--- src/rtl/lc3_bus_arbiter.sv ---
// Round-robin 4-source bus arbiter for the LC-3 datapath with hold-time preemption.
// Optional LC3_BUS_TURNAROUND_EN inserts one dead GNT=0 cycle between owners.
module lc3_bus_arbiter #(
  parameter int MAX_HOLD = 8
) (
  input  logic       CLK,
  input  logic       RST_N,
  input  logic [3:0] REQ,
  output logic [3:0] GNT,
  output logic [1:0] OWNER,
  output logic       BUS_BUSY
);

`ifdef LC3_BUS_TURNAROUND_EN
  typedef enum logic [1:0] {IDLE = 2'd0, GRANT = 2'd1, TURN = 2'd2} state_t;
`else
  typedef enum logic [1:0] {IDLE = 2'd0, GRANT = 2'd1} state_t;
`endif

  localparam logic [3:0] HOLD_MAX = 4'(MAX_HOLD - 1);

  state_t      state_q, state_d;
  logic [1:0]  owner_q, owner_d;
  logic [1:0]  ptr_q, ptr_d;
  logic [3:0]  hold_q, hold_d;
  logic [3:0]  gnt_q, gnt_d;
  logic        busy_q;
  logic        release_w;
  logic [2:0]  pick_idle;
`ifndef LC3_BUS_TURNAROUND_EN
  logic [2:0]  pick_rel;
`endif

  // {found, index}: first set request scanning upward from ptr, wrapping 3->0
  function automatic logic [2:0] rr_pick(input logic [3:0] req, input logic [1:0] ptr);
    logic [2:0] res;
    logic [1:0] idx;
    res = 3'b000;
    for (int k = 3; k >= 0; k--) begin
      idx = ptr + 2'(k);
      if (req[idx]) res = {1'b1, idx};
    end
    return res;
  endfunction

  always_comb begin
    state_d   = state_q;
    owner_d   = owner_q;
    ptr_d     = ptr_q;
    hold_d    = hold_q;
    gnt_d     = gnt_q;
    // gnt_q is the one-hot of owner_q while granting, so REQ & ~gnt_q are the waiters
    release_w = !REQ[owner_q] || ((hold_q == HOLD_MAX) && |(REQ & ~gnt_q));
    pick_idle = rr_pick(REQ, ptr_q);
`ifndef LC3_BUS_TURNAROUND_EN
    pick_rel  = rr_pick(REQ, owner_q + 2'd1);
`endif
    case (state_q)
      GRANT: begin
        if (release_w) begin
          ptr_d = owner_q + 2'd1;
`ifdef LC3_BUS_TURNAROUND_EN
          state_d = TURN;
          gnt_d   = 4'b0000;
`else
          if (pick_rel[2]) begin
            owner_d = pick_rel[1:0];
            hold_d  = 4'd0;
            gnt_d   = 4'b0001 << pick_rel[1:0];
          end else begin
            state_d = IDLE;
            gnt_d   = 4'b0000;
          end
`endif
        end else if (hold_q != HOLD_MAX) begin
          hold_d = hold_q + 4'd1;
        end
      end
      default: begin
        if (pick_idle[2]) begin
          state_d = GRANT;
          owner_d = pick_idle[1:0];
          hold_d  = 4'd0;
          gnt_d   = 4'b0001 << pick_idle[1:0];
        end else begin
          state_d = IDLE;
          gnt_d   = 4'b0000;
        end
      end
    endcase
  end

  always_ff @(posedge CLK or negedge RST_N) begin
    if (!RST_N) begin
      state_q <= IDLE;
      owner_q <= 2'd0;
      ptr_q   <= 2'd0;
      hold_q  <= 4'd0;
      gnt_q   <= 4'b0000;
      busy_q  <= 1'b0;
    end else begin
      state_q <= state_d;
      owner_q <= owner_d;
      ptr_q   <= ptr_d;
      hold_q  <= hold_d;
      gnt_q   <= gnt_d;
      busy_q  <= |gnt_d;
    end
  end

  assign GNT      = gnt_q;
  assign OWNER    = owner_q;
  assign BUS_BUSY = busy_q;

endmodule

--- config.mk ---
export PLATFORM = sky130hd
export DESIGN_NAME = lc3_bus_arbiter
export DESIGN_NICKNAME = d
export VERILOG_FILES = /design/src/rtl/lc3_bus_arbiter.sv
export SDC_FILE = /design/constraint.sdc
export NUM_CORES = 1
export LEC_CHECK = 0
export CORE_MARGIN = 1
export CORE_UTILIZATION = 50
export DETAILED_ROUTE_END_ITERATION = 16
export GPL_TIMING_DRIVEN = 0
export PLACE_DENSITY = 0.72
export SLEW_MARGIN = 20
export SYNTH_ARGS = -nofsm -noshare
export SYNTH_HDL_FRONTEND = slang
export SYNTH_SLANG_ARGS = --single-unit
--- constraint.sdc ---
create_clock -name CLK -period 2.85 [get_ports CLK]
set_input_delay 0.285 -clock CLK [delete_from_list [all_inputs] [get_ports CLK]]
set_output_delay 0.285 -clock CLK [all_outputs]
set_load 0.02 [all_outputs]
==> impl_metrics.json <==
{
  "crit_chain": "clkdlybuf4s50_1, inv_2, o311ai_1, nor3_1, a221o_1",
  "cts_setup_buffers": 0,
  "die_y_um": 46.7,
  "grt_max_degree": 15,
  "design_area_um2": 1150,
  "critical_path_class": "in -> reg",
  "drive_gt1_share_pct": 20.4,
  "area_delta_synth_final_pct": 15.4,
  "crit_path_start_kind": "input pin",
  "gp_congestion": 0.826,
  "cts-root-buf": "clkbuf_4",
  "cp_max_fo": 6,
  "wl_um": 2080,
  "ys_types": 49,
  "cts_repair_resize_count": 0,
  "endpoint_kind": "flop",
  "antenna_found_initial": 0,
  "grt_use_total_pct": 21.3,
  "skew_ns": 0.00806,
  "crit_required_ns": 3.01,
  "io_buffers": 10,
  "finalHoldViolations": 0,
  "postPlaceCellArea_um2": 1130,
  "cts_buffers": 3,
  "critPathTopFamily": "compound AO/OA/AOI/OAI gates",
  "cp.arrival_ns": 2.07,
  "max_freq_mhz": 523,
  "die-area_um2": 2180,
  "post_drt_wl_per_cell_um": 15.1,
  "yosysMostFrequentCell": "dfrtp_1",
  "grt_pass1_vias": 720,
  "yosys_warnings": 0,
  "grt_pass1_wl_um": 3190,
  "drtAntennaViolNets": 0,
  "drc": 0,
  "slowest_delay_ns": 0.68,
  "setup_viol": 0,
  "insertion_delay_ns": 0.28,
  "ios": 13,
  "hp-class": "in -> async",
  "rows": 15,
  "avgSynthCellArea_um2": 10.0,
  "finalSetupTns_ns": 0,
  "cts_htree_levels": 1,
  "setup_slack_ns": 0.937,
  "overflow": 0,
  "status": "completed",
  "nets": 122,
  "slew_violations": 0,
  "multi_input_comb_area_um2": 599,
  "synth_area_leader_cell": "dfrtp_1",
  "synth.top_cell.area_share_pct": 35.0,
  "report.power.total_mw": 1.09,
  "synth_edf_count": 0,
  "dp_hpwl_um": 1550,
  "ys_ff_latch": 14,
  "post-route-min-period_ns": 1.91,
  "synthesis.nets": 107,
  "die_w_um": 46.7,
  "maxSlewHeadroom_pct": 53.4,
  "synth_flop_cell": "dfrtp_1",
  "drtIter0Drc": 23,
  "netlist_top_cells_area": "dfrtp_1 35%, a221o_1 4.0%, nor2_1 3.4%, nand2b_1 3.1%, o2111ai_4 2.6%",
  "cap_viol_max_count": 0,
  "post-route-util_pct": 64.1,
  "path_buf_inv": 2,
  "cts_tree": "built",
  "cts.sinks": 14,
  "fillers": 164,
  "p_leak_nw": 0.480,
  "firstDrtPassIters": 4,
  "cts_buffer_depth": 2,
  "worstMarginPinSlew_ns": 0.688,
  "yosysSeqAreaShare_pct": 35.0,
  "async_reset_ff_share_pct": 100,
  "start_util_pct": 55.6,
  "peakVddDrop_uv": 582,
  "postCtsHoldBufs": 0,
  "rsz0062_at_grt": "no",
  "p_per_area_nw_per_um2": 946,
  "fin_crit_sh_pct": 67.1,
  "netlist_instances": 100,
  "vias": 847,
  "cts.clk_slew.worst_paths_ns": 0.08,
  "place_ws_ns": 0.685,
  "synth_common_cells": "14 x dfrtp_1, 9 x nor2_1, 5 x a21oi_1, 5 x nand2_1, 5 x nand2b_1",
  "vias_per_cell": 6.14,
  "n_antenna_cell": 0,
  "slowest_stage": "clkdlybuf4s50_1",
  "seq_area_um2": 350,
  "syn-cell-area_um2": 1000,
  "core_um2": 1800
}
[worst register-to-register path: stages, from the launching register on]
cell and delay, ns:
dfrtp_1 0.37, buf_6 0.15, mux2i_1 0.34, o22a_2 0.28, a21oi_4 0.07, nor2_2 0.17
mux2_4 0.31
[routing by layer]
layer,part of all wire (%),vias up,GRT usage [%]
met5,0,-,0
met4,1.3,0,8.57
met3,3.9,4,2.31
met2,46,25,33.6
met1,49,414,30.0
li1,-,404,-
[final timing paths]
path,from,to,slack (ns),cells after the start
max in group asynchronous,RST_N,BUS_BUSY$_DFF_PN0_,2.05,1
min reg2reg,hold_q[1]$_DFFE_PN0P_,hold_q[1]$_DFFE_PN0P_,0.54,1
max,REQ[2],GNT[3]$_DFF_PN0_,0.94,5
min in group CLK,REQ[3],state_q[0]$_DFFE_PN0P_,0.41,3
min,RST_N,hold_q[0]$_DFFE_PN0P_,0.39,1
max reg2reg,OWNER[1]$_DFFE_PN0P_,OWNER[1]$_DFFE_PN0P_,1.06,6
[where the power goes]
group | total [mW] | internal (mW) | switching, mW
clock network | 0.109 | 0.0489 | 0.0604
registers | 0.322 | 0.266 | 0.0559
logic | 0.661 | 0.322 | 0.340
[cell families after synthesis]
| logic type | Yosys count | share of synthesized area [%] |
|---|---|---|
| and+or+nand+nor | 38 | 22.6 |
| AOI/OAI and AO/OA | 31 | 28.0 |
| DFF | 14 | 35.0 |
| buffers and inverters | 9 | 5.12 |
| muxes | 6 | 7.12 |
| xor gates and xnor gates | 1 | 0.875 |
| adders and majority gates | 1 | 1.25 |
[registers in the layout, indices dropped and copies added, names as in the netlist]
register	count
GNT	4
hold_q	4
OWNER	2
ptr_q	2
BUS_BUSY	1
state_q	1
[cells in the final DEF, fill, tap and decap left out, drive strengths merged, types with 4 or more instances in the layout]
master         count
a221o              4
inv                4
o21ai              4
clkdlybuf4s50     10
buf                5
nand2              5
nor2              10
dfrtp             14
nand2b             5
a21oi              6
[through the flow]
stage | instances | hold WS (ns)
floorplan | 100 | -0.0106
global placement | 135 | 0.517
detailed placement | 135 | 0.523
CTS | 138 | 0.407
global route | 138 | 0.444
finish | 138 | 0.393
[area by class of cell]
class	instances	area share, %
Buffer	5	3.14
Clock buffer	3	1.95
Inverter	4	1.30
Multi-Input combinational cell	77	51.9
Sequential cell	14	30.3
Tap cell	25	2.71
Timing Repair Buffer	10	8.67
(Power assumes the default switching activity.)
